==> config.mk <==
export PLATFORM = sky130hd
export DESIGN_NAME = mips_boot_loader
export DESIGN_NICKNAME = d
export VERILOG_FILES = /design/src/rtl/mips_boot_loader.sv
export SDC_FILE = /design/constraint.sdc
export NUM_CORES = 1
export LEC_CHECK = 0
export CAP_MARGIN = 25
export CORE_ASPECT_RATIO = 1.4
export CORE_MARGIN = 3
export CORE_UTILIZATION = 45
export DETAILED_ROUTE_END_ITERATION = 10
export GPL_TIMING_DRIVEN = 1
export PLACE_DENSITY = 0.76
export SYNTH_ARGS = -nofsm -noshare
export SYNTH_HDL_FRONTEND = slang
export SYNTH_SLANG_ARGS = --single-unit
==> constraint.sdc <==
create_clock -name clk -period 2.2 [get_ports clk]
set_clock_uncertainty 0.05 [all_clocks]
set_input_delay 0.44 -clock clk [delete_from_list [all_inputs] [get_ports clk]]
set_output_delay 0.44 -clock clk [all_outputs]
set_load 0.1 [all_outputs]
==> src/rtl/mips_boot_loader.sv <==
// Boot loader for the multi-cycle mips core: receives a length-prefixed, checksummed
// byte image, writes it word-by-word into instruction memory, then releases the core.
module mips_boot_loader #(
  parameter int ADDR_W   = 10,
  parameter int RST_HOLD = 4
) (
  input  logic              clk,
  input  logic              reset,
  input  logic              reload,
  input  logic              rx_valid,
  input  logic [7:0]        rx_data,
  output logic              rx_ready,
  output logic              imem_we,
  output logic [ADDR_W-1:0] imem_addr,
  output logic [31:0]       imem_wdata,
  output logic              cpu_reset,
  output logic              done,
  output logic              error,
  output logic [ADDR_W:0]   loaded_words
);

  localparam int HOLD_W = $clog2(RST_HOLD + 2);
  localparam logic [16:0] MAX_WORDS = 17'(1 << ADDR_W);
  localparam logic [ADDR_W:0] ONE_WORD = (ADDR_W + 1)'(1);

  typedef enum logic [2:0] {
    S_HDR_HI = 3'd0,
    S_HDR_LO = 3'd1,
    S_DATA   = 3'd2,
    S_CHK    = 3'd3,
    S_HOLD   = 3'd4,
    S_RUN    = 3'd5,
    S_ERR    = 3'd6
  } state_t;

  state_t              state_r, state_s;
  logic [7:0]          hdr_hi_r;
  logic [7:0]          acc_r;
  logic [ADDR_W:0]     word_count_r;
  logic [1:0]          byte_idx_r;
  logic [23:0]         asm_r;
  logic [HOLD_W-1:0]   hold_cnt_r;
  logic                take_s, word_done_s, last_word_s;
  logic [15:0]         n_full_s;

  // Byte-stream handshake; reload blocks acceptance so it wins over a pending byte
  always_comb begin
    rx_ready = 1'b0;
    if (reload) begin
      rx_ready = 1'b0;
    end else begin
      case (state_r)
        S_HDR_HI, S_HDR_LO, S_DATA, S_CHK, S_ERR: rx_ready = 1'b1;
        default:                                  rx_ready = 1'b0;
      endcase
    end
  end

  assign take_s      = rx_valid && rx_ready;
  assign n_full_s    = {hdr_hi_r, rx_data};
  assign word_done_s = take_s && (state_r == S_DATA) && (byte_idx_r == 2'd3);
  assign last_word_s = ((loaded_words + ONE_WORD) == word_count_r);

  // Next-state logic
  always_comb begin
    state_s = state_r;
    if (reload) begin
      state_s = S_HDR_HI;
    end else begin
      case (state_r)
        S_HDR_HI: begin
          if (take_s) state_s = S_HDR_LO;
          else        state_s = state_r;
        end
        S_HDR_LO: begin
          if (!take_s)                        state_s = state_r;
          else if ({1'b0, n_full_s} > MAX_WORDS) state_s = S_ERR;
          else if (n_full_s == 16'd0)          state_s = S_CHK;
          else                                 state_s = S_DATA;
        end
        S_DATA: begin
          if (word_done_s && last_word_s) state_s = S_CHK;
          else                            state_s = state_r;
        end
        S_CHK: begin
          if (!take_s)                state_s = state_r;
          else if (rx_data == acc_r)  state_s = S_HOLD;
          else                        state_s = S_ERR;
        end
        S_HOLD: begin
          if (hold_cnt_r == HOLD_W'(RST_HOLD)) state_s = S_RUN;
          else                                 state_s = state_r;
        end
        S_RUN:   state_s = S_RUN;
        S_ERR:   state_s = S_ERR;
        default: state_s = S_HDR_HI;
      endcase
    end
  end

  // State register
  always_ff @(posedge clk or negedge reset) begin
    if (!reset) state_r <= S_HDR_HI;
    else        state_r <= state_s;
  end

  // Header capture, word assembly, checksum accumulation and hold counting
  always_ff @(posedge clk or negedge reset) begin
    if (!reset) begin
      hdr_hi_r     <= 8'd0;
      acc_r        <= 8'd0;
      word_count_r <= '0;
      byte_idx_r   <= 2'd0;
      asm_r        <= 24'd0;
      hold_cnt_r   <= '0;
      loaded_words <= '0;
    end else if (reload) begin
      acc_r        <= 8'd0;
      byte_idx_r   <= 2'd0;
      hold_cnt_r   <= '0;
      loaded_words <= '0;
    end else begin
      if (take_s && (state_r == S_HDR_HI || state_r == S_HDR_LO || state_r == S_DATA))
        acc_r <= acc_r + rx_data;
      case (state_r)
        S_HDR_HI: if (take_s) hdr_hi_r <= rx_data;
        S_HDR_LO: begin
          if (take_s) begin
            word_count_r <= n_full_s[ADDR_W:0];
            byte_idx_r   <= 2'd0;
          end
        end
        S_DATA: begin
          if (take_s) begin
            byte_idx_r <= byte_idx_r + 2'd1;
            asm_r      <= {asm_r[15:0], rx_data};
            if (byte_idx_r == 2'd3) loaded_words <= loaded_words + ONE_WORD;
          end
        end
        S_HOLD:  hold_cnt_r <= hold_cnt_r + HOLD_W'(1);
        default: hold_cnt_r <= hold_cnt_r;
      endcase
    end
  end

  // Registered outputs: write strobe fires on the edge after a word's last byte
  always_ff @(posedge clk or negedge reset) begin
    if (!reset) begin
      imem_we    <= 1'b0;
      imem_addr  <= '0;
      imem_wdata <= 32'd0;
      cpu_reset  <= 1'b1;
      done       <= 1'b0;
      error      <= 1'b0;
    end else begin
      imem_we   <= word_done_s;
      cpu_reset <= (state_s != S_RUN);
      done      <= (state_s == S_RUN);
      error     <= (state_s == S_ERR);
      if (reload) begin
        imem_addr <= '0;
      end else if (word_done_s) begin
        imem_addr  <= loaded_words[ADDR_W-1:0];
        imem_wdata <= {asm_r, rx_data};
      end
    end
  end

endmodule

==> results of run 1 <==
metrics by stage:
step	utilization	instance area (um^2)	hold slack, ns	worst slack, ns	instances
after floorplan	-	5320	0.0944	-0.252	445
after global placement	0.557	6380	0.412	-0.334	679
after detailed placement	0.557	6380	0.411	-0.430	679
after CTS	0.609	6980	0.451	0.0516	712
after global routing	0.616	7050	0.471	-0.0154	713
final	0.616	7050	0.448	0.0433	713
worst paths after layout:
path | startpoint | endpoint | slack (ns) | depth (start not counted)
worst max-delay path | rx_data[2] | acc_r[7] | 0.04 | 8
worst min-delay path | hdr_hi_r[7] | hdr_hi_r[7] | 0.45 | 1
worst max register to register | acc_r[1] | acc_r[7] | 0.06 | 7
worst min register to register | hdr_hi_r[7] | hdr_hi_r[7] | 0.45 | 1
max in group asynchronous | reset | loaded_words[3] | 1.10 | 3
min in group asynchronous | reset | acc_r[3] | 0.51 | 3
registers in the layout (all words and copies together), names as in the netlist:
signal / cells
done: 1
cpu_reset: 1
imem_we: 1
imem_addr: 10
byte_idx_r: 2
hold_cnt_r: 3
state_r: 3
asm_r: 24
acc_r: 8
word_count_r: 11
error: 1
hdr_hi_r: 8
loaded_words: 11
imem_wdata: 32
critical path: cells and delay by family:
kind / cells / cell delay (ns)
xor gates and xnor gates: 1 / 0.14
and+or+nand+nor: 2 / 0.38
adders and majority gates: 1 / 0.24
buffers and inverters: 1 / 0.56
AOI/OAI and AO/OA: 3 / 0.69
cell type report:
cell class                 count  area share
tap                          144      0.0256
clock buffer                  21      0.0639
inverter                       8     0.00426
clock inverter                11      0.0179
timing repair buffer         115       0.143
sequential                   116       0.413
multi-input combinational    298       0.333
power by group through the flow:
| stage | Clock [uW] | Sequential [uW] | Combinational, uW |
|---|---|---|---|
| floorplan | 0 | 2600 | 588 |
| global placement | 0 | 2600 | 904 |
| detailed placement | 0 | 2620 | 930 |
| CTS | 2710 | 2590 | 948 |
| global route | 2820 | 2630 | 1080 |
| finish | 2660 | 2590 | 980 |
metal layers:
metal / vias to the layer above / global-route usage
li1: 1773 / -
met1: 1864 / 0.221
met2: 96 / 0.325
met3: 30 / 0.0615
met4: 0 / 0.0931
met5: - / 0
timing repair:
| item | 4_1_cts | 5_1_grt |
|---|---|---|
| endpoints found under the hold margin | 18 | 0 |
| setup endpoints to repair | 2 | 2 |
| setup buffers | 0 | 1 |
| hold buffers | 1 | 0 |
| pin swaps | 0 | 6 |
| resized for setup | 3 | 8 |
kinds of logic after synthesis:
group	share of synthesized area
fa+ha+maj	0.0297
simple gates	0.126
flops	0.547
buf+inv	0.0259
mux	0.163
compound gates	0.0556
xor+xnor	0.0528
synth_stat cells (all sizes together) (5+ instances only):
cell / n
xor2: 15
ha: 11
inv: 8
nor4: 5
nand2: 23
nand3: 11
nand2b: 13
o21ai: 22
mux2: 76
a21oi: 13
clkbuf: 8
nand4: 6
xnor2: 17
buf: 15
nor3: 7
dfrtp: 115
nor2: 36
nand3b: 8
==> results.md, run 1 <==
* Post-synth top flop: dfrtp_1
* Asr flop ratio synth at 1.00
* Syn Nets at ~470
* Logic pwr share at 0.157
* Crit path max fanout at 3
* Die Y at around 130 um
* Fmax at between 400 and 500 MHz
* Synthesized flop and latch total at about 120
* Met3 wire len at slightly above 600 um
* Area of the die at around 13,000 um^2
* Slew HR at 0.660
* GRT Total Usage at 0.192
* Die W at approximately 98 um
* Worst path cell trace: clkdlybuf4s50_1, ha_4, nand3_1, o211ai_1, o41ai_2, xor2_1, or3_1, a21oi_1
* Remaining Overflow, GRT at 0
* Register Area at around 2900 um^2
* Setup TNS Final at 0 ns
* CP max stage delay at around 0.56 ns
* Hold WC Path Type: flop to flop
* Data arrival, critical path at 2.45 ns
* Largest net degree at the start of global routing at between 90 and 100
* Detailed Place HPWL at around 8200 um
* Switch Pwr at approximately 1600 uW
* Residual DRC at 0
* Clk sinks at ~120
* Core area at between 10,000 and 15,000 um^2
* Power Density at 884 nW/um^2
* Layout fillers at ~870
* Worst-path clk slew at 0.05 ns
* Fraction of layout cells with a size suffix above 1 at 0.411
* DRT Pass-1 Iters at 4
* CTS tree: done
* Part of the power in registers at 0.416
* Synth top area cells: dfrtp_1, mux2_2, xnor2_1
* CP max stage cell: clkdlybuf4s50_1
* Starting Density at 0.464
* DR WL met2 at approximately 6200 um
* Max Slew Vio Count at 0
* Global-route wire length before repair at roughly 20,000 um
* Clock Power Share at 0.427
* Antenna cell count at 0
* Tightest Pin Transition at just over 0.5 ns
* CP endpoint kind: flop
* Vias per cell at 5.28
* Setup CP Type: input port to flop
* Commonest non-fill, non-tap cell in the layout: dfrtp_1
* Max Cap Violations at 0
* Rows at between 40 and 50
* Crit share post-route at 0.980
* Most frequent cells in the layout: dfrtp_1, buf_4, mux2_2
* Hold Fails Final Rpt at 0
* Max Used Layer: met4
* Top cell type's share of synthesized area at 0.542
* Drt total wl at roughly 12,000 um
* Post-DRT Antenna Nets at 0
* Synth Warn # at 0
* CTS buffer count at 17
* Area delta synth->final at 32.8%
* Initial drt markers at between 150 and 200
* Pleak at 0.00338 uW
* Post-Syn Instances at approximately 450
* Switching Fraction at 0.263
* Number of flops mapped to enable cells by yosys at 0
* Syn Area/Cell at ~12 um^2
* Vias in the first global route at between 4,000 and 5,000
* Clock Path Buffers at 2
* CP required at between 2 and 2.5 ns
* Tot Pwr at about 6200 uW
* Run status: finished, final reports clean
* Synth area leader: dfrtp_1
* M1 WL at 4740 um
* H-tree depth at 4
* RePlAce Congestion at about 0.92
* Synth cell types at 46
* Final setup fails at 0
* Vias at 3,763
* Synth Cell Area at ~5300 um^2
* Area occupied by multi-input gates at 2350 um^2
* Minimum clock period at approximately 2.2 ns
* Total Nets Final at between 500 and 600
* I/O Buffers at just under 70
* Initial antenna violation count at 0
* Peak VDD IR at ~700 uV
* Root Driver: clkbuf_16
* Io pins at 70
* Startpoint types: input port
* Clock Latency Late Sink at 0.41 ns
* Wire length per cell at approximately 17 um
* Internal power at around 4600 uW
* Seq/Total Area, Yosys at 0.547
Power figures use the tool's default switching activity.
==> run 2: changes to the inputs <==
Settings changed: HOLD_SLACK_MARGIN set to 0.02.
==> results of run 2 <==
The final DEF is identical to that of run 1; final timing and power are the same.
